**config.mk**
```make
export PLATFORM = sky130hd
export DESIGN_NAME = seg_scan_mux
export DESIGN_NICKNAME = d
export VERILOG_FILES = /design/src/rtl/seg_scan_mux.sv
export SDC_FILE = /design/constraint.sdc
export NUM_CORES = 1
export LEC_CHECK = 0
export ABC_CLOCK_PERIOD_IN_PS = 2700
export CORE_MARGIN = 3
export CORE_UTILIZATION = 55
export DETAILED_ROUTE_END_ITERATION = 8
export GPL_TIMING_DRIVEN = 0
export PLACE_DENSITY = 0.8
export SETUP_SLACK_MARGIN = 0.4
export SYNTH_ARGS = -nofsm -noshare
export SYNTH_HDL_FRONTEND = slang
export SYNTH_SLANG_ARGS = --single-unit
```
**constraint.sdc**
```tcl
create_clock -name clk -period 2.7 [get_ports clk]
set_input_delay 0.675 -clock clk [delete_from_list [all_inputs] [get_ports clk]]
set_output_delay 0.675 -clock clk [all_outputs]
set_load 0.05 [all_outputs]
```
**src/rtl/seg_scan_mux.sv**
```systemverilog
// Multiplexed seven-segment display driver: hex decode, per-digit scan with
// anti-ghosting blank interval, leading-zero blanking and tear-free loads.
module seg_scan_mux #(
  parameter int unsigned DIGITS         = 4,
  parameter int unsigned CLK_DIV        = 50000,
  parameter int unsigned BLANK_CYC      = 500,
  parameter bit          ACTIVE_LOW_SEG = 1'b1,
  parameter bit          ACTIVE_LOW_AN  = 1'b1
) (
  input  logic                  clk,
  input  logic                  rst_n,
  input  logic [4*DIGITS-1:0]   value,
  input  logic [DIGITS-1:0]     dp_in,
  input  logic                  load,
  input  logic                  blank_lz,
  input  logic                  en,
  output logic [7:0]            seg,
  output logic [DIGITS-1:0]     an,
  output logic                  frame_done
);

  localparam int unsigned VAL_W = 4 * DIGITS;
  localparam int unsigned CNT_W = (CLK_DIV > 1) ? $clog2(CLK_DIV) : 1;
  localparam int unsigned IDX_W = (DIGITS > 1) ? $clog2(DIGITS) : 1;

  localparam logic [CNT_W-1:0] CNT_MAX   = CNT_W'(CLK_DIV - 1);
  localparam logic [CNT_W-1:0] CNT_BLANK = CNT_W'(BLANK_CYC);
  localparam logic [IDX_W-1:0] IDX_MAX   = IDX_W'(DIGITS - 1);

  logic [CNT_W-1:0]  cnt;
  logic [IDX_W-1:0]  idx;
  logic [VAL_W-1:0]  pend_val;
  logic [DIGITS-1:0] pend_dp;
  logic              pend_v;
  logic [VAL_W-1:0]  disp_val;
  logic [DIGITS-1:0] disp_dp;

  logic              slot_end_c;
  logic              wrap_c;
  logic [DIGITS-1:0] lz_mask_c;
  logic              hi_nz_c;
  logic [3:0]        cur_nib_c;
  logic              cur_dp_c;
  logic              cur_blank_c;
  logic [7:0]        seg_c;
  logic [DIGITS-1:0] an_c;

  // Active-high a..g for one hex nibble.
  function automatic logic [6:0] hex7(input logic [3:0] h);
    case (h)
      4'h0:    hex7 = 7'b1111110;
      4'h1:    hex7 = 7'b0110000;
      4'h2:    hex7 = 7'b1101101;
      4'h3:    hex7 = 7'b1111001;
      4'h4:    hex7 = 7'b0110011;
      4'h5:    hex7 = 7'b1011011;
      4'h6:    hex7 = 7'b1011111;
      4'h7:    hex7 = 7'b1110000;
      4'h8:    hex7 = 7'b1111111;
      4'h9:    hex7 = 7'b1111011;
      4'hA:    hex7 = 7'b1110111;
      4'hB:    hex7 = 7'b0011111;
      4'hC:    hex7 = 7'b1001110;
      4'hD:    hex7 = 7'b0111101;
      4'hE:    hex7 = 7'b1001111;
      default: hex7 = 7'b1000111;
    endcase
  endfunction

  assign slot_end_c = (cnt == CNT_MAX);
  assign wrap_c     = en & slot_end_c & (idx == IDX_MAX);

  // Prescaler and digit index; both freeze while scanning is disabled.
  always_ff @(posedge clk or negedge rst_n) begin
    if (!rst_n) begin
      cnt <= '0;
      idx <= '0;
    end else if (en) begin
      if (slot_end_c) begin
        cnt <= '0;
        idx <= (idx == IDX_MAX) ? '0 : idx + IDX_W'(1);
      end else begin
        cnt <= cnt + CNT_W'(1);
      end
    end
  end

  // Double buffer: disp only changes at the frame wrap, so frames never tear.
  always_ff @(posedge clk or negedge rst_n) begin
    if (!rst_n) begin
      pend_val <= '0;
      pend_dp  <= '0;
      pend_v   <= 1'b0;
      disp_val <= '0;
      disp_dp  <= '0;
    end else if (wrap_c) begin
      pend_v <= 1'b0;
      if (load) begin
        disp_val <= value;
        disp_dp  <= dp_in;
      end else if (pend_v) begin
        disp_val <= pend_val;
        disp_dp  <= pend_dp;
      end
    end else if (load) begin
      pend_val <= value;
      pend_dp  <= dp_in;
      pend_v   <= 1'b1;
    end
  end

  // Digit i>0 is blanked when it and every more-significant nibble are zero.
  always_comb begin
    lz_mask_c = '0;
    hi_nz_c   = 1'b0;
    for (int i = int'(DIGITS) - 1; i >= 1; i--) begin
      hi_nz_c      = hi_nz_c | (disp_val[4*i +: 4] != 4'h0);
      lz_mask_c[i] = blank_lz & ~hi_nz_c;
    end
  end

  always_comb begin
    cur_nib_c   = 4'h0;
    cur_dp_c    = 1'b0;
    cur_blank_c = 1'b0;
    for (int unsigned i = 0; i < DIGITS; i++) begin
      if (idx == IDX_W'(i)) begin
        cur_nib_c   = disp_val[4*i +: 4];
        cur_dp_c    = disp_dp[i];
        cur_blank_c = lz_mask_c[i];
      end
    end
  end

  always_comb begin
    seg_c = 8'h00;
    an_c  = '0;
    if (en) begin
      seg_c = {(cur_blank_c ? 7'h00 : hex7(cur_nib_c)), cur_dp_c};
      if (cnt >= CNT_BLANK) an_c = DIGITS'(1) << idx;
    end
  end

  // Output registers; pin polarity is applied only here.
  always_ff @(posedge clk or negedge rst_n) begin
    if (!rst_n) begin
      seg        <= {8{ACTIVE_LOW_SEG}};
      an         <= {DIGITS{ACTIVE_LOW_AN}};
      frame_done <= 1'b0;
    end else begin
      seg        <= seg_c ^ {8{ACTIVE_LOW_SEG}};
      an         <= an_c ^ {DIGITS{ACTIVE_LOW_AN}};
      frame_done <= wrap_c;
    end
  end

endmodule

```
==> reports/qor.yml <==
tightest_slew_ps: 869
dieHeight_um: 88.2
syn_avg_cell_area_um2: 10.8
synth.area.top_cells: "dfrtp_1 (40%), dfstp_2 (8.5%), mux2_2 (6.1%)"
fin_cells: 480
ff2ff_path_depth: 10
dp.cells: 459
overflow: 0
ys_warn_count: 0
fin_skew_ps: 9.48
cts_buffers: 9
end_kind: "flop"
maxSlewHeadroom: 0.420
finalHoldViolCount: 0
wl_per_cell_um: 16.7
drv_slew: 0
dieArea_um2: 7790
syn_area_um2: 3720
syn_nets: 383
rr_startpoint: "idx[1]"
place_congestion: 0.875
critPathLaunchType: "flop"
crit_fanout: 10
antenna_found_initial: 0
wl_um: 8030
core_area_um2: 6460
drc: 0
drive_above_1_share: 0.228
grt_max_degree: 73
grt_first_pass_wirelength_um: 13100
ant_nets: 0
place_worst_setup_slack_ps: 97.0
cp.arrival_ps: 2460
worst-setup-path-type: "reg2reg"
synthCells: 346
numClockSinks: 72
synth_edf_count: 0
powerDensity_nw_per_um2: 554
status: "finished clean"
final_nets: 435
grt.total_usage: 0.216
rsz0062_at_grt: "yes"
synth_top_cell_area_share: 0.404
final_util: 0.703
peakVddDrop_v: 0.000359
setup_ws_ps: 492
cts_tree: "yes"
synth-seq-cells: 72
ys.flop_type: "dfrtp_1"
vias: 2856
initial_core_util: 0.576
cts.clk_slew.worst_paths_ps: 70
cp.required_ps: 2960
power_mw: 2.51
fmax_mhz: 453
final_common_cell: "dfrtp_1"
firstDrtPassIters: 4
p_leak_nw: 1.88
ctsHtreeMaxLevel: 3
yosysTopAreaCell: "dfrtp_1"
critPathLaunch: "idx[1]"
period_share: 0.818
holdBufCountCts: 0
ys_seq_area_frac: 0.488
avgViaCountPerCell: 5.95
maxCapViolCount: 0
setup_viol: 0
insertion_delay_ps: 350
ys_types: 48
grt_pass1_vias: 2888
hold_path_class: "in2async"
layout_min_cycle_time_ps: 2210
die_w_um: 88.2
cts_root_buf: "clkbuf_8"
cts_max_path_buffers: 2
std_cell_rows: 29
areaGrowthSynthToFinish_pct: 22.0
drtIter0Drc: 164
io_pins: 38
async_reset_ff_frac: 1.00
final_cell_mix: "dfrtp_1 (60), nor2_1 (32), nand2_1 (28)"
place.detailed.hpwl_um: 5540
portBuffers: 36
antenna_cells: 0
[area by class of cell]
type / instances / area, um2
inverter: 14 / 52.6
sequential: 72 / 1820
clock buffer: 14 / 173
multi-input combinational: 243 / 1850
tap: 77 / 96.3
buffer: 17 / 114
fill: 487 / 1920
timing repair buffer: 41 / 380
clock inverter: 2 / 60.1
[synth_stat cells, drive strengths merged (10+ instances only)]
master and n:
nor2 34, ha 12, inv 14, dfstp 12
nor3 15, mux2 20, xnor2 11, buf 10
o221a 17, a21oi 25, dfrtp 60, nand2 30
[cells by family after synthesis]
family,Yosys count,synth area share
AO/OA/AOI/OAI,72,0.147
flip-flops,72,0.488
multiplexers,25,0.0740
XOR/XNOR,13,0.0306
adder cells (fa/ha/maj),12,0.0404
buffers and inverters,31,0.0427
AND/OR/NAND/NOR,121,0.177
[where the power goes]
group / switching [mW] / total [mW] / internal, mW
sequential: 0.0795 / 1.25 / 1.17
clock: 0.388 / 0.986 / 0.597
combinational: 0.144 / 0.279 / 0.135
[flip-flops by register name (all words and copies together), names as in the netlist]
register / flops
an: 4
pend_dp: 4
disp_val: 16
seg: 8
cnt: 16
disp_dp: 4
idx: 2
pend_v: 1
pend_val: 16
frame_done: 1
[layer usage]
layer	vias to the layer above	global-route usage	routed length (um)
li1	1361	-	-
met1	1411	0.279	3490
met2	71	0.356	4100
met3	13	0.0587	336
met4	0	0.0646	104
met5	-	0	0
[path summary, 6_finish.rpt]
kind                                to  slack (ps)
max                             seg[4]         490
max reg2reg                     seg[4]         490
min reg2reg                    cnt[15]         500
max in group asynchronous  disp_val[8]        1700
min in group clk               cnt[15]         500
min                            cnt[12]         440
[metrics by stage]
stage	hold WS, ps	setup TNS (ps)	area (um2)
3_3_place_gp	484	-92970	4180
4_1_cts	479	0	4400
2_1_floorplan	379	0	3720
6_report	443	0	4540
5_1_grt	512	0	4540
3_5_place_dp	496	0	4170
[critical path, stage by stage (launching register included)]
cell,delay [ps]
dfrtp_1,420
inv_1,110
ha_1,210
clkbuf_4,180
nand3b_1,200
a31oi_4,190
inv_1,120
ha_1,330
a21oi_1,150
a22o_1,150
nand2_1,50
[repair_timing]
| action | 4_1_cts | 5_1_grt |
|---|---|---|
| endpoints found under the setup margin | 18 | 18 |
| setup buffers | 0 | 5 |
| pin swaps | 0 | 1 |
| resized for setup | 14 | 22 |
Note: power is estimated with default switching activity, not from simulation.
